[src/rtl/sat_counter.sv]
// sat_counter: up-counter that sticks at all-ones,
// with a synchronous clear that beats increment.
module sat_counter #(
  parameter int W = 16
) (
  input  logic         clk,
  input  logic         rst_n,
  input  logic         inc,
  input  logic         clr,
  output logic [W-1:0] count
);

  logic [W-1:0] r_count;

  // clear first, then saturating increment
  always_ff @(posedge clk or negedge rst_n) begin
    if (!rst_n) begin
      r_count <= '0;
    end else if (clr) begin
      r_count <= '0;
    end else if (inc && (r_count != '1)) begin
      r_count <= r_count + 1'b1;
    end
  end

  assign count = r_count;

endmodule

[config.mk]
export PLATFORM = sky130hd
export DESIGN_NAME = sat_counter
export DESIGN_NICKNAME = d
export VERILOG_FILES = /design/src/rtl/sat_counter.sv
export SDC_FILE = /design/constraint.sdc
export NUM_CORES = 1
export LEC_CHECK = 0
export CORE_ASPECT_RATIO = 0.9
export CORE_UTILIZATION = 33
export DETAILED_ROUTE_END_ITERATION = 10
export GPL_TIMING_DRIVEN = 0
export PLACE_DENSITY = 0.53
export SLEW_MARGIN = 25
export SYNTH_ARGS = -nofsm -noshare
export SYNTH_HDL_FRONTEND = slang
export SYNTH_SLANG_ARGS = --single-unit
[constraint.sdc]
create_clock -name clk -period 2.15 [get_ports clk]
set_input_delay 0.3225 -clock clk [delete_from_list [all_inputs] [get_ports clk]]
set_output_delay 0.3225 -clock clk [all_outputs]
set_load 0.1 [all_outputs]
* Word level (Yosys, flattened, before mapping) *
Cells that the tools add are included.
Widths: inputs -> output; s select.

storage, ports and cells
  flip-flop bits (word level) = 16
  latch bits = 0
  RAM bits = 0
  ROM bits = 0
  bits of input ports = 4
  memories = 0

cells by class
  add/sub/neg operators = 1
  $mul = 0
  div/mod/pow operators = 0
  order comparisons = 0
  equality and inequality tests = 1
  shift operators = 0
  multiplexer cells = 2
  bitwise operators = 0
  reductions and logical operators = 2

operators by type and width
  operator               count
  $mux 16                2
  $add 16x1->16 const B  1
  $ne 16x16->1 const B   1
  $reduce_bool 2->1      1
  $logic_and 1x1->1      1

* Depth between registers and ports, before layout *
Gate-level depths: netlist of the first run.

  depth in word-level cells = 4
  gate-level depth with buffers = 6
  depth with buffers taken out = 5

* Least setup slack after synthesis of the first run *
Ideal clock, no wire load.

  kind = register to register
  from = reg r_count[0] (netlist: count[0])
  to = reg r_count[15] (netlist: count[15])
  arrival time = 2,349 ps
  data required time = 2,022 ps
  setup slack = -326 ps
  stages on the path, launching flop included = 6
  path buffers = 0
  period minus slack after synthesis = 2,476 ps
  cell sequence = dfrtp_1 -> ha_1 -> nand4_2 -> nor4_4 -> nor4_1 -> mux2_1

on the way
  longest elaborated chain between the ends = 3

RTL lines
  what                                                  line    source
  start, declared                                       13      logic [W-1:0] r_count;
  start signal, assigned                                22      r_count <= r_count + 1'b1;
  $add 16x1->16 / $ne 16x16->1 (equally long branches)  22, 21
  $mux 16 / $logic_and 1x1->1 (equally long branches)   21      end else if (inc && (r_count != '1)) begin
  $mux 16 / $reduce_bool 2->1 (equally long branches)   -

Parallel ways exist; a longest one is shown, timed or not. The select of a mux whose other input is x is not followed.
A chain may end at the register's enable or synchronous reset.

* Final worst setup path of the first run *
Same ends and word-level chain as after synthesis.

==> reports/summary.txt, run 1 <==
initial DRC count - 30
Slew Limit Fails - 0
cell area after synthesis - 942.2 um^2
ranking of synthesized cells by area - dfrtp_1, a21oi_1, o31ai_1, mux2_1, nand4_1
Largest register FFs - 16
synth warn - 0
Worst VDD drop - 0.0002357 V
Worst Hold Class - in2async
ANT nets after route - 0
gpl congestion - 0.8132
combinational share of power - 0.111
Clock Skew - 0.006514 ns
post-synth net total - 103
clock latency on the worst-skew pair - 0.28 ns
post-synthesis sequential area ratio - 0.4250
P&R area growth vs syn - 28.15%
TritonCTS clock tree - yes
CTS Buf Count - 3
sw frac - 0.2636
asr flop ratio synth - 1.000
Via-to-Cell Ratio - 5.342
net switching power - 139.4 uW
core footprint - 2725 um^2
Cells after Synth - 98
GRT Resource Usage Total - 0.1658
IO buf count - 19
Site Rows - 18
Final period util - 0.8997
Clock Path Buffers - 2
setup ws final - 0.2156 ns
total wire length - 2275 um
first-pass GRT wire length - 3732 um
PD cells - 437.9 nW/um^2
Synth area leader - dfrtp_1
most frequent cell after synthesis - dfrtp_1
Peak Freq - 0.5170 GHz
largest net degree at the start of global routing - 17
total die area - 3073 um^2
RSZ-0062 raised after global routing - false
Nets - 127
Worst-Margin Slew - 0.9633 ns
Max Cap Violations - 0
minimum clock period - 1.934 ns
drt drc - 0
worst path required time - 2.32 ns
status - complete, no violations
Unique masters post-synth - 28
root buffer cell - clkbuf_4
setup TNS - 0 ns
synthesized area per cell - 9.614 um^2
Post-Place Cells - 157
vias in the first global route - 714
Ant. Diodes - 0
startpoint types - register
CTS sink count - 16
slew margin rel. - 0.3604
ratio of cells with drive above 1 in the final layout - 0.2314
I/O pin total - 20
Synth Flop Type - dfrtp_1
wire per inst - 14.13 um
Clock Power Share - 0.307
kind of critical path - reg2reg
fin cells - 161
drt pass-1 iters - 4
Design Power - 528.8 uW
FILL cells - 275
Min Hold Slack - 0.4575 ns
synth cell count leaders - dfrtp_1, a21oi_1, o31ai_1
H-tree levels - 1
Static Leak - 0.0005144 uW
Die X - 58.32 um
synthesis-stage register bit count - 16
number of flops mapped to enable cells by yosys - 0
Yosys top cell area share - 0.4250
initial core utilization - 0.3457
GR Overflow Total - 0
Crit. End Element - register
DP HPWL - 1592 um
crit-path max FO - 10
Flop pwr share - 0.581
Setup violations, final - 0
clock-pin slew on the worst setup and hold paths - 0.09 ns
initial antenna violation count - 0
Int Pwr - 389.4 uW
die height - 52.69 um
Fin. Hold Viols - 0
dpl ws - 0.01770 ns
CP arrival - 2.10 ns
via count - 860
[area by class of cell]
class,instances,area [um^2],share of cell area
Tap cell,40,50.05,0.04145
Buffer,5,26.28,0.02176
Inverter,3,11.26,0.009326
Clock buffer,4,26.28,0.02176
Multi-Input combinational cell,74,504.2,0.4176
Timing Repair Buffer,19,170.2,0.1409
Sequential cell,16,419.2,0.3471
[worst paths after layout]
path	cells past startpoint	slack, ns	from	end
max	5	0.22	count[0]	count[15]
min	1	0.46	rst_n	count[8]
max reg2reg	5	0.22	count[0]	count[15]
min reg2reg	2	0.61	count[14]	count[14]
max in group asynchronous	1	1.19	rst_n	count[0]
min in group clk	2	0.61	count[14]	count[14]
[per-layer routing]
metal  share of wire  GRT usage  up-vias
li1                -          -      432
met1            0.52     0.2485      404
met2            0.42     0.2337       22
met3           0.046    0.04444        2
met4          0.0088    0.03571        0
met5               0          0        -
[power by group through the flow]
stage               logic [uW]  clock network [uW]  registers [uW]
floorplan                 17.0                   0             333
global placement          61.1                   0             313
detailed placement        61.4                   0             314
CTS                       59.5                 174             307
global route              65.6                 189             308
finish                    58.8                 163             307
[logic make-up (layout without fill, tap and decap cells)]
| family | Yosys count | after routing | synth area share |
|---|---|---|---|
| buf+inv | 8 | 31 | 0.03983 |
| flops | 16 | 16 | 0.4250 |
| fa+ha+maj | 1 | 1 | 0.01328 |
| compound gates | 24 | 24 | 0.1620 |
| mux | 4 | 4 | 0.04781 |
| simple gates | 45 | 45 | 0.3121 |
[critical path, cell delays in order, from the launching register on]
cell and delay (ns):
dfrtp_2 0.41, ha_1 0.24, nand4_2 0.15, nor4_4 0.55, nor4_1 0.15, mux2_1 0.33
[layout by cell type (no fill, tap or decap), types with 4 or more instances in the layout]
cell,n
nand2_1,6
clkbuf_1,5
nand4_1,6
nor2b_1,4
a21oi_1,11
nor4_1,4
o31ai_1,7
or4_1,5
dlygate4sd2_1,16
mux2_1,4
nor2_1,4
dfrtp_2,15
[metrics by stage]
stage / instance area, um^2 / utilization
6_report: 1207 / 0.4431
3_5_place_dp: 1201 / 0.4408
2_1_floorplan: 960.9 / -
3_3_place_gp: 1201 / 0.4408
5_1_grt: 1207 / 0.4431
4_1_cts: 1207 / 0.4431
[repair_timing]
item	in CTS	in global routing
setup buffers	0	0
endpoints found under the setup margin	16	0
hold buffers	0	0
resized for setup	16	0
hold endpoints to repair	0	0
Power figures use the tool's default switching activity.
==> run 2, diff against run 1 <==
- PLACE_DENSITY: 0.53 -> default
- SLEW_MARGIN: 25 -> 40
==> run 2 against run 1 <==
Final cell count increased by 0.62%. Final area decreased by 4.6%. Critical path depth unchanged. Hold slack improved by 0.025 ns. Critical path type unchanged. Critical endpoint unchanged. Highest routed layer unchanged.
==> reports/summary.txt, run 2 (synthesis gave the netlist of run 1 again) <==
status - complete, no violations
CP cell instances - ha_1, nand4_2, nor4_4, nor4_1, mux2_1
initial antenna violation count - 0
core footprint - 2725 um^2
ratio of cells with drive above 1 in the final layout - 0.3689
Peak Freq - 0.5033 GHz
DP HPWL - 1683 um
clock-pin slew on the worst setup and hold paths - 0.10 ns
drt drc - 0
slowest CP cell - nor4_4
vias in the first global route - 861
Crit. End Element - register
TritonCTS clock tree - yes
gpl congestion - 0.7531
worst path required time - 2.33 ns
die height - 52.69 um
sw frac - 0.2820
startpoint types - register
Ant. Diodes - 0
largest net degree at the start of global routing - 17
Post-CTS Setup Bufs - 0
H-tree levels - 1
Clock Skew - 0.001019 ns
Clock Power Share - 0.324
setup TNS - 0 ns
Largest register FFs - 16
Worst-Margin Slew - 0.5926 ns
Nets - 128
CTS Buf Count - 3
total wire length - 2401 um
clock latency on the worst-skew pair - 0.29 ns
RSZ-0062 raised after global routing - false
slew margin rel. - 0.6019
net switching power - 152.8 uW
via count - 899
combinational share of power - 0.109
most common cell after layout, fill and taps aside - buf_2
CP arrival - 2.17 ns
Final period util - 0.9241
Via-to-Cell Ratio - 5.549
first-pass GRT wire length - 4057 um
Worst Hold Class - in2async
Min Hold Slack - 0.4822 ns
total die area - 3073 um^2
drt pass-1 iters - 4
IO buf count - 19
Setup violations, final - 0
Slew Limit Fails - 0
Fin. Hold Viols - 0
GRT Resource Usage Total - 0.1772
crit-path max FO - 10
Die X - 58.32 um
Design Power - 542.0 uW
Flop pwr share - 0.567
wire per inst - 14.82 um
Clock Path Buffers - 2
initial DRC count - 24
CTS sink count - 16
PD cells - 470.3 nW/um^2
Static Leak - 0.0004770 uW
Worst VDD drop - 0.0003926 V
CP max stage delay - 0.60 ns
Max Cap Violations - 0
ANT nets after route - 0
minimum clock period - 1.987 ns
Site Rows - 18
GR Overflow Total - 0
most frequent cells in the layout - buf_2, dfrtp_2, a21oi_1, o31ai_1
initial core utilization - 0.3457
P&R area growth vs syn - 22.31%
Int Pwr - 389.2 uW
I/O pin total - 20
root buffer cell - clkbuf_4
kind of critical path - reg2reg
==> run 2: changes by cell type in the layout (fill, tap and decap cells not counted) <==
cell             previous run  this run
dlygate4sd3_1               0         1
dlygate4sd2_1              16         0
clkdlybuf4s50_1             3         2
buf_2                       0        17
==> run 2: what timing repair did <==
item                                    in CTS  in global routing
endpoints found under the hold margin        0                 16
gates resized for setup                      0                  0
endpoints found under the setup margin       0                  0
hold buffers                                 0                  1
==> run 2: per-stage QoR <==
step	cell area (um^2)	utilization	setup slack, ns	cells
after floorplan	960.9	-	0.003551	98
after global placement	1201	0.4408	0.01303	157
after detailed placement	1121	0.4114	0.009450	157
after CTS	1147	0.4210	0.1277	161
after global routing	1152	0.4229	0.04972	162
final	1152	0.4229	0.1632	162
==> run 2: final cells by class <==
type / count / area (um^2)
plain buffers: 5 / 26.28
clock buffers: 4 / 26.28
fillers: 300 / 1573
inverters: 3 / 11.26
multi-input cells: 74 / 504.2
flip-flops and latches: 16 / 419.2
well taps: 40 / 50.05
repair buffers: 20 / 115.1
==> run 2: final timing paths <==
check / start / to / slack, ns / depth (start not counted)
worst max-delay path: count[0] / count[15] / 0.16 / 5
worst min-delay path: rst_n / count[15] / 0.48 / 2
worst max register to register: count[0] / count[15] / 0.16 / 5
worst min register to register: count[6] / count[6] / 0.61 / 2
max in group asynchronous: rst_n / count[2] / 1.37 / 2
min in group clk: count[6] / count[6] / 0.61 / 2
==> run 2: critical path, delay by kind of cell, from the launching register on <==
kind / cells / cell delay [ns]
simple gates: 3 / 0.89
fa+ha+maj: 1 / 0.23
mux: 1 / 0.34
flops: 1 / 0.41
==> run 2: power by group through the flow <==
stage	registers, uW	logic [uW]	clock network [uW]
finish	308	58.9	176
global route	308	65.1	198
CTS	308	59.3	183
detailed placement	314	59.0	0
global placement	313	61.3	0
floorplan	333	17.0	0
==> run 2: per-layer routing <==
metal	wire length [um]	vias up	part of all wire	global-route usage
met4	10	0	0.0042	0.01190
met1	1153	449	0.48	0.2175
met3	72	2	0.030	0.05185
met5	0	-	0	0
li1	-	431	-	-
met2	1164	17	0.48	0.3199
